<file path="src/rtl/wb_gain_estimator_pkg.sv">
// Shared constants, colour codes, FSM states and the gain clamp for the
// gray-world white-balance gain estimator.
package wb_gain_estimator_pkg;

  localparam int unsigned COLOR_DEPTH   = 8;
  localparam int unsigned GAIN_BIT_CNT  = 12;
  localparam int unsigned GAIN_FRAC     = 8;
  localparam int unsigned COLOR_BIT_CNT = 2;
  localparam int unsigned DIV_W         = COLOR_DEPTH + GAIN_FRAC;

  localparam logic [GAIN_BIT_CNT-1:0] GAIN_ONE = GAIN_BIT_CNT'(1 << GAIN_FRAC);
  localparam logic [GAIN_BIT_CNT-1:0] GAIN_MAX = '1;

  typedef enum logic [COLOR_BIT_CNT-1:0] {
    RED   = 2'd0,
    GREEN = 2'd1,
    BLUE  = 2'd2,
    VOID  = 2'd3
  } color_e;

  typedef enum logic [2:0] {
    ST_IDLE  = 3'd0,
    ST_ACCUM = 3'd1,
    ST_MEAN  = 3'd2,
    ST_DIV_R = 3'd3,
    ST_DIV_B = 3'd4,
    ST_DONE  = 3'd5
  } state_e;

  // Quotients beyond the gain range, and any divide by zero, pin to full scale.
  function automatic logic [GAIN_BIT_CNT-1:0] clamp_gain(input logic [DIV_W-1:0] q,
                                                         input logic             dbz);
    if (dbz || (q > DIV_W'(GAIN_MAX))) return GAIN_MAX;
    return q[GAIN_BIT_CNT-1:0];
  endfunction

endpackage

</file>
<file path="src/rtl/wb_serial_divider.sv">
// Restoring serial divider: one quotient bit per cycle, the first bit resolved
// on the start edge, so DVD_W edges from start to the final bit.
module wb_serial_divider #(
  parameter int unsigned DVD_W = 16,
  parameter int unsigned DVS_W = 8
) (
  input  logic             clk,
  input  logic             rst,
  input  logic             i_start,
  input  logic [DVD_W-1:0] i_dividend,
  input  logic [DVS_W-1:0] i_divisor,
  output logic [DVD_W-1:0] o_quotient,
  output logic             o_done,
  output logic             o_div_by_zero
);

  localparam int unsigned CNT_W = $clog2(DVD_W);

  logic [DVS_W-1:0] r_rem;
  logic [DVD_W-1:0] r_dvd;
  logic [DVS_W-1:0] r_dvs;
  logic [DVD_W-1:0] r_q;
  logic [CNT_W-1:0] r_cnt;
  logic             r_done;
  logic             r_dbz;

  logic [DVS_W-1:0] w_rem_src;
  logic [DVS_W-1:0] w_dvs;
  logic [DVS_W:0]   w_trial;
  logic [DVS_W-1:0] w_rem_nxt;
  logic             w_qbit;

  // One restoring step; on start it works straight from the new operands.
  always_comb begin
    // NOTE: every always_comb output gets a default first so no path infers a latch.
    w_rem_src = r_rem;
    w_dvs     = r_dvs;
    w_trial   = {r_rem, r_dvd[DVD_W-1]};
    if (i_start) begin
      w_rem_src = '0;
      w_dvs     = i_divisor;
      w_trial   = {w_rem_src, i_dividend[DVD_W-1]};
    end else begin
      w_trial   = {w_rem_src, r_dvd[DVD_W-1]};
    end
    w_qbit    = (w_trial >= {1'b0, w_dvs});
    w_rem_nxt = w_qbit ? DVS_W'(w_trial - {1'b0, w_dvs}) : w_trial[DVS_W-1:0];
  end

  always_ff @(posedge clk) begin
    // NOTE: sequential state uses non-blocking assignments only, so every
    // register samples the pre-edge values of its neighbours.
    if (rst) begin
      r_rem  <= '0;
      r_dvd  <= '0;
      r_dvs  <= '0;
      r_q    <= '0;
      r_cnt  <= '0;
      r_done <= 1'b0;
      r_dbz  <= 1'b0;
    end else if (i_start) begin
      r_rem  <= w_rem_nxt;
      r_dvd  <= i_dividend << 1;
      r_dvs  <= i_divisor;
      r_q    <= {{(DVD_W-1){1'b0}}, w_qbit};
      r_cnt  <= CNT_W'(DVD_W - 1);
      r_done <= 1'b0;
      r_dbz  <= (i_divisor == '0);
    end else if (r_cnt != '0) begin
      r_rem  <= w_rem_nxt;
      r_dvd  <= r_dvd << 1;
      r_q    <= {r_q[DVD_W-2:0], w_qbit};
      r_cnt  <= r_cnt - 1'b1;
      r_done <= (r_cnt == CNT_W'(1));
    end else begin
      r_done <= 1'b0;
    end
  end

  assign o_quotient    = r_q;
  assign o_done        = r_done;
  assign o_div_by_zero = r_dbz;

endmodule

</file>
<file path="src/rtl/wb_gain_estimator.sv">
// Gray-world white-balance statistics: per-frame colour sums, means and R/B
// gains normalised to green. WB_MANUAL_GAIN_EN adds a manual R/B gain override.
module wb_gain_estimator
  import wb_gain_estimator_pkg::*;
#(
  parameter int unsigned PIX_CNT_LOG2 = 20
) (
  input  logic                     clk,
  input  logic                     rst,
  input  logic [COLOR_DEPTH-1:0]   pixel_in,
  input  logic                     valid_in,
  input  logic [COLOR_BIT_CNT-1:0] color_in,
  input  logic                     last_pic_in,
`ifdef WB_MANUAL_GAIN_EN
  input  logic                     manual_en,
  input  logic [GAIN_BIT_CNT-1:0]  manual_gain_r,
  input  logic [GAIN_BIT_CNT-1:0]  manual_gain_b,
`endif
  output logic                     in_ready,
  output logic [COLOR_DEPTH-1:0]   mean_r,
  output logic [COLOR_DEPTH-1:0]   mean_g,
  output logic [COLOR_DEPTH-1:0]   mean_b,
  output logic [GAIN_BIT_CNT-1:0]  gain_r,
  output logic [GAIN_BIT_CNT-1:0]  gain_g,
  output logic [GAIN_BIT_CNT-1:0]  gain_b,
  output logic                     gain_valid,
  output logic                     busy,
  output logic                     drop_err
);

  localparam int unsigned SUM_W = COLOR_DEPTH + PIX_CNT_LOG2 + 1;

  function automatic logic [SUM_W-1:0] sat_add(input logic [SUM_W-1:0]       s,
                                               input logic [COLOR_DEPTH-1:0] p);
    logic [SUM_W:0] t;
    t = {1'b0, s} + {{(SUM_W+1-COLOR_DEPTH){1'b0}}, p};
    return t[SUM_W] ? '1 : t[SUM_W-1:0];
  endfunction

  function automatic logic [COLOR_DEPTH-1:0] mean_of(input logic [COLOR_DEPTH:0] s_hi);
    return s_hi[COLOR_DEPTH] ? '1 : s_hi[COLOR_DEPTH-1:0];
  endfunction

  state_e r_state, w_state_nxt;

  logic [SUM_W-1:0]        r_sum_r, r_sum_g, r_sum_b;
  logic [COLOR_DEPTH-1:0]  w_mean_r, w_mean_g, w_mean_b;
  logic [COLOR_DEPTH-1:0]  r_lat_mean_r, r_lat_mean_g, r_lat_mean_b;
  logic [GAIN_BIT_CNT-1:0] r_gain_r_calc, r_gain_b_calc;
  logic [COLOR_DEPTH-1:0]  r_mean_r, r_mean_g, r_mean_b;
  logic [GAIN_BIT_CNT-1:0] r_gain_r, r_gain_b;
  logic                    r_gain_valid, r_drop_err;

  logic                    w_accept;
  logic                    w_div_start;
  logic [DIV_W-1:0]        w_div_dividend;
  logic [COLOR_DEPTH-1:0]  w_div_divisor;
  logic [DIV_W-1:0]        w_div_q;
  logic                    w_div_done, w_div_dbz;

  assign in_ready = (r_state == ST_IDLE) || (r_state == ST_ACCUM);
  assign busy     = !in_ready;
  assign w_accept = valid_in && in_ready;

  assign w_mean_r = mean_of(r_sum_r[SUM_W-1:PIX_CNT_LOG2]);
  assign w_mean_g = mean_of(r_sum_g[SUM_W-1:PIX_CNT_LOG2]);
  assign w_mean_b = mean_of(r_sum_b[SUM_W-1:PIX_CNT_LOG2]);

  always_ff @(posedge clk) begin
    if (rst) r_state <= ST_IDLE;
    else     r_state <= w_state_nxt;
  end

  // The R divide launches from MEAN on the live means; B launches the cycle R finishes.
  always_comb begin
    w_state_nxt    = r_state;
    w_div_start    = 1'b0;
    w_div_dividend = {w_mean_g, {GAIN_FRAC{1'b0}}};
    w_div_divisor  = w_mean_r;
    unique case (r_state)
      ST_IDLE:  if (w_accept) w_state_nxt = last_pic_in ? ST_MEAN : ST_ACCUM;
      ST_ACCUM: if (w_accept && last_pic_in) w_state_nxt = ST_MEAN;
      ST_MEAN: begin
        w_div_start = 1'b1;
        w_state_nxt = ST_DIV_R;
      end
      ST_DIV_R: if (w_div_done) begin
        w_div_start    = 1'b1;
        w_div_dividend = {r_lat_mean_g, {GAIN_FRAC{1'b0}}};
        w_div_divisor  = r_lat_mean_b;
        w_state_nxt    = ST_DIV_B;
      end
      ST_DIV_B: if (w_div_done) w_state_nxt = ST_DONE;
      ST_DONE:  w_state_nxt = ST_IDLE;
      default:  w_state_nxt = ST_IDLE;
    endcase
  end

  wb_serial_divider #(
    .DVD_W(DIV_W),
    .DVS_W(COLOR_DEPTH)
  ) u_div (
    .clk          (clk),
    .rst          (rst),
    .i_start      (w_div_start),
    .i_dividend   (w_div_dividend),
    .i_divisor    (w_div_divisor),
    .o_quotient   (w_div_q),
    .o_done       (w_div_done),
    .o_div_by_zero(w_div_dbz)
  );

  always_ff @(posedge clk) begin
    if (rst) begin
      r_sum_r      <= '0;
      r_sum_g      <= '0;
      r_sum_b      <= '0;
      r_lat_mean_r <= '0;
      r_lat_mean_g <= '0;
      r_lat_mean_b <= '0;
    end else if (r_state == ST_MEAN) begin
      r_lat_mean_r <= w_mean_r;
      r_lat_mean_g <= w_mean_g;
      r_lat_mean_b <= w_mean_b;
      r_sum_r      <= '0;
      r_sum_g      <= '0;
      r_sum_b      <= '0;
    end else if (w_accept) begin
      case (color_e'(color_in))
        RED:     r_sum_r <= sat_add(r_sum_r, pixel_in);
        GREEN:   r_sum_g <= sat_add(r_sum_g, pixel_in);
        BLUE:    r_sum_b <= sat_add(r_sum_b, pixel_in);
        default: ;
      endcase
    end
  end

  always_ff @(posedge clk) begin
    if (rst) begin
      r_gain_r_calc <= GAIN_ONE;
      r_gain_b_calc <= GAIN_ONE;
      r_mean_r      <= '0;
      r_mean_g      <= '0;
      r_mean_b      <= '0;
      r_gain_r      <= GAIN_ONE;
      r_gain_b      <= GAIN_ONE;
      r_gain_valid  <= 1'b0;
      r_drop_err    <= 1'b0;
    end else begin
      if ((r_state == ST_DIV_R) && w_div_done) r_gain_r_calc <= clamp_gain(w_div_q, w_div_dbz);
      if ((r_state == ST_DIV_B) && w_div_done) r_gain_b_calc <= clamp_gain(w_div_q, w_div_dbz);
      r_gain_valid <= (r_state == ST_DONE);
      if (r_state == ST_DONE) begin
        r_mean_r <= r_lat_mean_r;
        r_mean_g <= r_lat_mean_g;
        r_mean_b <= r_lat_mean_b;
`ifdef WB_MANUAL_GAIN_EN
        r_gain_r <= manual_en ? manual_gain_r : r_gain_r_calc;
        r_gain_b <= manual_en ? manual_gain_b : r_gain_b_calc;
`else
        r_gain_r <= r_gain_r_calc;
        r_gain_b <= r_gain_b_calc;
`endif
      end
      if (valid_in && !in_ready) r_drop_err <= 1'b1;
    end
  end

  assign mean_r     = r_mean_r;
  assign mean_g     = r_mean_g;
  assign mean_b     = r_mean_b;
  assign gain_r     = r_gain_r;
  assign gain_g     = GAIN_ONE;
  assign gain_b     = r_gain_b;
  assign gain_valid = r_gain_valid;
  assign drop_err   = r_drop_err;

endmodule

</file>
<file path="config.mk">
export PLATFORM = sky130hd
export DESIGN_NAME = wb_gain_estimator
export DESIGN_NICKNAME = d
export VERILOG_FILES = /design/src/rtl/wb_gain_estimator_pkg.sv /design/src/rtl/wb_serial_divider.sv /design/src/rtl/wb_gain_estimator.sv
export SDC_FILE = /design/constraint.sdc
export NUM_CORES = 1
export LEC_CHECK = 0
export CAP_MARGIN = 20
export CORE_ASPECT_RATIO = 0.9
export CORE_UTILIZATION = 64
export DETAILED_ROUTE_END_ITERATION = 12
export PLACE_DENSITY = 0.86
export SETUP_SLACK_MARGIN = 0.2
export SYNTH_ARGS = -nofsm -noshare
export SYNTH_HDL_FRONTEND = slang
export SYNTH_HIERARCHICAL = 1
export SYNTH_SLANG_ARGS = --single-unit
</file>
<file path="constraint.sdc">
create_clock -name clk -period 11 [get_ports clk]
set_input_delay 1.65 -clock clk [delete_from_list [all_inputs] [get_ports clk]]
set_output_delay 1.65 -clock clk [all_outputs]
set_load 0.02 [all_outputs]
</file>
Word-level counts from Yosys, hierarchy flattened
Cells that the tools add are included.

Logic and storage cells: 101. Bits in registers: 241. Bits of input ports: 14.

Magnitude comparators: 2. Bitwise operators: 1. Muxes and demuxes: 37. Reduce and logical (&&, ||, !) cells: 20. Add/subtract/negate cells: 5. Equality and inequality tests: 12.

Operator list (count): $add A29 B8 Y30 (3); $mux W29 (3); $mux W8 (9); $mux W16 (4); $mux W12 (3); $gt A16 B12 Y1 const B (1); $pmux W3 S5 (1); $mux W3 (4); $ge A9 B8 Y1 (1); $mux W9 (1); $logic_not A8 Y1 (1); $mux W1 (8); $mux W4 (2); $sub A8 B8 Y8 (1); $eq A3 B2 Y1 const B (2); $eq A3 B3 Y1 const B (2); $ne A2 B1 Y1 const B (3); $reduce_and A2 Y1 (3); $logic_and A1 B1 Y1 (5); $eq A4 B1 Y1 const B (1); $reduce_and A4 Y1 (1); $reduce_bool A4 Y1 (1); $reduce_or A2 Y1 (2); $sub A4 B1 Y4 const B (1); 13 further kinds (14).

Longest topological paths before layout
Word-level depth: 8. Depth in mapped cells: 17. Depth with buffers taken out: 14.

Cells and area by module
The synthesis kept the hierarchy.

Modules (own cells, without submodules): wb_gain_estimator (cells an instance 1079, times used 1, area each 8964.8 um^2, sequential area each 3763.6 um^2); wb_serial_divider (cells an instance 317, times used 1, area each 2546.2 um^2, sequential area each 1061.0 um^2).

Worst setup path after synthesis
Ideal clock, no wire load.

Path kind: register to register. Start point: reg r_state[1]. End point: reg u_div.r_rem[3]. Required time: 10863 ps. Slack: 7306 ps. Arrival time: 3557 ps. Cell stages (with the launch flop): 16. Library setup time: 137 ps. Path through: dfxtp_1 inv_1 nor3_1 clkbuf_1 or2_2 clkbuf_1 buf_2 mux2i_1 ha_1 nor2b_1 o21ai_0 a31oi_1 nor2b_2 buf_6 mux2i_1 a211oi_1.

Word-level cells in the longest chain between the ends: 7.

Ends and longest elaborated chain: start: declaration (RTL line wb_gain_estimator.sv:44) `state_e r_state, w_state_nxt;`; start signal: assignment (RTL line wb_gain_estimator.sv:71) `else r_state <= w_state_nxt;`; $eq A3 B2 Y1 (RTL line wb_gain_estimator.sv:80) `unique case (r_state)`; $pmux W1 S2 * (RTL line wb_gain_estimator.sv:80); via w_div_start (RTL line wb_gain_estimator.sv:55) `logic w_div_start;`; $mux W9 / $mux W8 (equally long branches); $sub A8 B8 Y8 / $ge A9 B8 Y1 (equally long branches) (RTL line wb_serial_divider.sv:47, wb_serial_divider.sv:46); $mux W8 (RTL line wb_serial_divider.sv:47) `w_rem_nxt = w_qbit ? DVS_W'(w_trial - {1'b0, w_dvs}) : w_trial[DVS_W-1:0];`; $mux W8 (RTL line wb_serial_divider.sv:69) `end else if (r_cnt != '0) begin`; $mux W8 (RTL line wb_serial_divider.sv:61) `end else if (i_start) begin`; end signal: assignment (RTL line wb_serial_divider.sv:62) `r_rem <= w_rem_nxt;`; end signal: assignment (RTL line wb_serial_divider.sv:70) `r_rem <= w_rem_nxt;`; end: declaration (RTL line wb_serial_divider.sv:19) `logic [DVS_W-1:0] r_rem;`.

The timed path passes the listed nets; every way through them passes the cells marked *. The select of a mux whose other input is x is not followed. A chain may end at the register's enable or synchronous reset.

Worst setup path after layout
Start point: in pixel_in[7]. End point: reg r_sum_g[24].

Word-level cells in the longest chain between the ends: 2.

Ends and longest elaborated chain: start: declaration (RTL line wb_gain_estimator.sv:10) `input logic [COLOR_DEPTH-1:0] pixel_in,`; $add A29 B8 Y30 (RTL line wb_gain_estimator.sv:36) `t = {1'b0, s} + {{(SUM_W+1-COLOR_DEPTH){1'b0}}, p};`; $mux W29 (RTL line wb_gain_estimator.sv:37) `return t[SUM_W] ? '1 : t[SUM_W-1:0];`; end signal: assignment (RTL line wb_gain_estimator.sv:131) `GREEN: r_sum_g <= sat_add(r_sum_g, pixel_in);`; end: declaration (RTL line wb_gain_estimator.sv:46) `logic [SUM_W-1:0] r_sum_r, r_sum_g, r_sum_b;`.

Every way passes these cells.

==> results.py <==
metrics = {
    "timing": {
        "max_slew.worst_pin.slew_ns": 1.08,
        "finalHoldViolCount": 0,
        "final.min_clock_period_ns": 4.42,
        "maxClockFrequency_mhz": 226,
        "slew_headroom": 0.274,
        "setup-violations-final": 0,
        "layout_worst_path_cycle_share": 0.402,
        "hold-worst-slack_ns": 0.440,
        "fin_worst_skew_ns": 0.0200,
        "fin_tns_setup_ns": 0,
        "timing_max_transition_violations_final": 0,
        "rsz0062_at_grt": "false",
    },
    "layout": {
        "layout.cells.most_common": "sky130_fd_sc_hd__dfxtp_1",
        "final_layout_size_suffix_gt1_frac": 0.0722,
        "final_core_utilization": 0.745,
        "flow.area_growth_from_synthesis_pct": 13.9,
        "num-fill-cells": 1289,
        "antenna_cells": 0,
        "multi_input_area_um2": 6230,
        "finalNetCount": 1474,
        "commonest_non_fill_non_tap_cells_in_the_layout": "sky130_fd_sc_hd__dfxtp_1 (241), sky130_fd_sc_hd__nand2_1 (195), sky130_fd_sc_hd__a21oi_1 (188), sky130_fd_sc_hd__nor2_1 (169), sky130_fd_sc_hd__a211oi_1 (65)",
        "final_cells": 1681,
        "sequential_cell_area_um2": 4820,
    },
    "clock_network": {
        "worst_setup_hold_path_clk_slew_ns": 0.07,
        "num_cts_buffers": 25,
        "clk_root_buffer_cell": "sky130_fd_sc_hd__clkbuf_16",
        "cts_post_setup_buffers_inserted": 0,
        "holdBufCountCts": 0,
        "clockBufferDepth": 3,
        "clock_sinks": 241,
        "htreeDepth": 1,
        "cts_repair_resize_count": 0,
        "tritoncts": "built",
        "clock_latency_ns": 0.53,
    },
    "critical_path": {
        "cp-start-kind": "input port",
        "endpoint": "r_sum_g[24]$_SDFFE_PP0P_",
        "timing.critical_path.fanout_max": 14,
        "worst_setup_path_startpoint": "pixel_in[7]",
        "setup_slack_on_the_worst_flop_to_flop_path_ns": 6.62,
        "cp.required_ns": 11.37,
        "critPathArrivalTime_ns": 4.79,
        "crit-reg2reg-launch": "r_state[1]$_SDFFE_PP0P_",
        "rr_worst_depth": 13,
        "worstReg2RegEnd": "u_div/r_rem[2]$_SDFFE_PP0P_",
        "setup.worst_path.end_class": "flop",
        "critical_path_class": "input port to flop",
    },
    "global_routing": {
        "grt_start_max_net_pins": 76,
        "first_global_vias": 9219,
        "grt_pass1_wl_um": 44900,
        "grtUsageTotal": 0.293,
        "total_gr_overflow": 0,
        "initial_antenna_violation_count": 0,
    },
    "worst_hold_path": {
        "hp-class": "flop to flop",
    },
    "yosys": {
        "ys_types": 82,
        "synth_top_family_by_area": "compound AO/OA/AOI/OAI gates",
        "synth_warnings": 6,
        "yosysSeqAreaShare": 0.419,
        "synth_compound_gate_area_share": 0.224,
        "async_flop_share": 0,
        "syn-mean-instance-area_um2": 8.25,
        "synth-edff-count": 0,
        "synth_mux_area_frac": 0.0176,
        "ys_dominant_reg_cell": "sky130_fd_sc_hd__dfxtp_1",
        "syn-cell-area_um2": 11500,
        "synthXorXnorAreaFrac": 0.0365,
        "post_synthesis_simple_gate_area_fraction": 0.211,
        "synthesis.instances": 1396,
        "post_synth_adder_cell_area": 0.0439,
        "yosys_register_bits": 241,
    },
    "die": {
        "ios": 78,
        "num_rows": 46,
        "start_util": 0.654,
        "die_area_um2": 18500,
        "height_of_the_die_um": 129,
        "chip_width_um": 143,
        "fp.coreArea_um2": 17600,
    },
    "route": {
        "via_count": 10300,
        "wl_per_cell_um": 16.3,
        "detailedRoute.firstPassIterationCount": 6,
        "drt.antenna.violating_nets": 0,
        "post_drt_via_cell_ratio": 6.13,
        "drt_drc_violations_left": 0,
        "finalWirelength_um": 27500,
        "first_iter_violations": 999,
    },
    "outcome": {
        "outcome": "finished clean",
    },
    "pwr": {
        "cellPowerDensity_nw_per_um2": 171,
        "ir_drop_mv": 0.155,
        "power.leakage_nw": 4.61,
    },
    "placed_design": {
        "dp_cells": 1634,
        "post-dp-hpwl_um": 17700,
        "global_placer_s_final_weighted_congestion": 0.893,
        "portBuffers": 65,
    },
    "flow_run": {
        "max_cap_violations": 0,
    },
}
registers in the layout (all words and copies together), names as in the netlist, 8 cells and up:
register,flops
r_gain_r_calc,12
u_div/o_quotient,16
u_div/r_dvd,15
mean_b,8
mean_r,8
gain_r,12
u_div/r_dvs,8
r_lat_mean_g,8
r_sum_g,29
gain_b,12
r_gain_b_calc,12
r_lat_mean_b,8
r_sum_r,29
u_div/r_rem,8
r_lat_mean_r,8
r_sum_b,29
mean_g,8
worst min path at each step:
| stage | start | endpoint | slack (ns) | depth (start not counted) |
|---|---|---|---|---|
| final | r_gain_r_calc[6]$_SDFFE_PP0P_ | gain_r[6]$_SDFFE_PP0P_ | 0.44 | 2 |
| after global routing | r_gain_r_calc[0]$_SDFFE_PP0P_ | gain_r[0]$_SDFFE_PP0P_ | 0.47 | 2 |
| after CTS | r_gain_r_calc[6]$_SDFFE_PP0P_ | gain_r[6]$_SDFFE_PP0P_ | 0.45 | 2 |
| after detailed placement | r_gain_b_calc[4]$_SDFFE_PP0P_ | gain_b[4]$_SDFFE_PP0P_ | 0.44 | 2 |
| after global placement | r_gain_b_calc[11]$_SDFFE_PP0P_ | gain_b[11]$_SDFFE_PP0P_ | 0.44 | 2 |
| after floorplan | u_div/o_quotient[15]$_SDFFE_PP0N_ | u_div/o_quotient[15]$_SDFFE_PP0N_ | 0.43 | 2 |
layout make-up:
type / instances / area share
tap: 240 / 0.0229
inverter: 23 / 0.00658
timing repair buffer: 78 / 0.0578
clock inverter: 19 / 0.0205
sequential: 241 / 0.368
clock buffer: 27 / 0.0490
multi-input combinational: 1053 / 0.475
critical path: stages:
cell and delay [ns]:
sky130_fd_sc_hd__clkdlybuf4s50_1 0.53, sky130_fd_sc_hd__ha_1 0.46, sky130_fd_sc_hd__a21o_1 0.25, sky130_fd_sc_hd__a31oi_2 0.44
sky130_fd_sc_hd__inv_1 0.11, sky130_fd_sc_hd__o211ai_1 0.89, sky130_fd_sc_hd__and4_1 0.37, sky130_fd_sc_hd__a211oi_1 0.09
synth_stat cells (all sizes together) (3+ instances only):
cell	instances	area, um2
nor3	25	150
a31oi	22	144
or2	6	37.5
o2111ai	5	50.0
clkbuf	68	255
a21oi	188	941
nor2b	14	90.1
nor3b	4	30.0
nand3	22	110
o2111a	4	45.0
a21o	14	105
nand2b	9	56.3
a41oi	4	35.0
o31ai	3	22.5
nand2	196	738
and2	5	31.3
ha	34	425
and2b	4	33.8
inv	23	86.3
nand3b	6	45.0
a2111oi	9	105
buf	29	198
o211ai	6	45.0
xnor2	37	324
xor2	11	96.3
dfxtp	241	4820
and4b	3	30.0
o21ai	40	204
nor4	6	43.8
and3	15	93.8
fa	4	80.1
o221a	9	101
and4	10	90.1
nand4	23	144
a211oi	67	513
a311oi	7	61.3
nor2	169	634
o21a	7	52.6
mux2i	18	180
power breakdown:
group	internal, W	switching [W]
sequential	0.000913	0.0000308
combinational	0.000125	0.000241
clock	0.000569	0.000362
through the flow:
stage	instance area, um2	setup slack (ns)	total power [W]
after floorplan	11600	7.31	0.00124
after global placement	12200	6.26	0.00130
after detailed placement	12200	6.17	0.00132
after CTS	13100	6.68	0.00224
after global routing	13100	6.29	0.00233
final	13100	6.58	0.00224
logic make-up after synthesis:
| kind of cell | after synthesis |
|---|---|
| XOR/XNOR | 48 |
| AND/OR/NAND/NOR | 525 |
| adder cells (fa/ha/maj) | 38 |
| flip-flops | 241 |
| AO/OA/AOI/OAI | 402 |
| multiplexers | 20 |
| other | 2 |
| buffers and inverters | 120 |
layer usage:
| layer | vias to the layer above | track usage | wire length (um) |
|---|---|---|---|
| li1 | 5002 | - | - |
| met1 | 4895 | 0.418 | 12500 |
| met2 | 370 | 0.477 | 12800 |
| met3 | 42 | 0.0347 | 1690 |
| met4 | 0 | 0.0651 | 452 |
| met5 | - | 0 | 0 |
No activity file was read; power rests on OpenSTA's default activity.
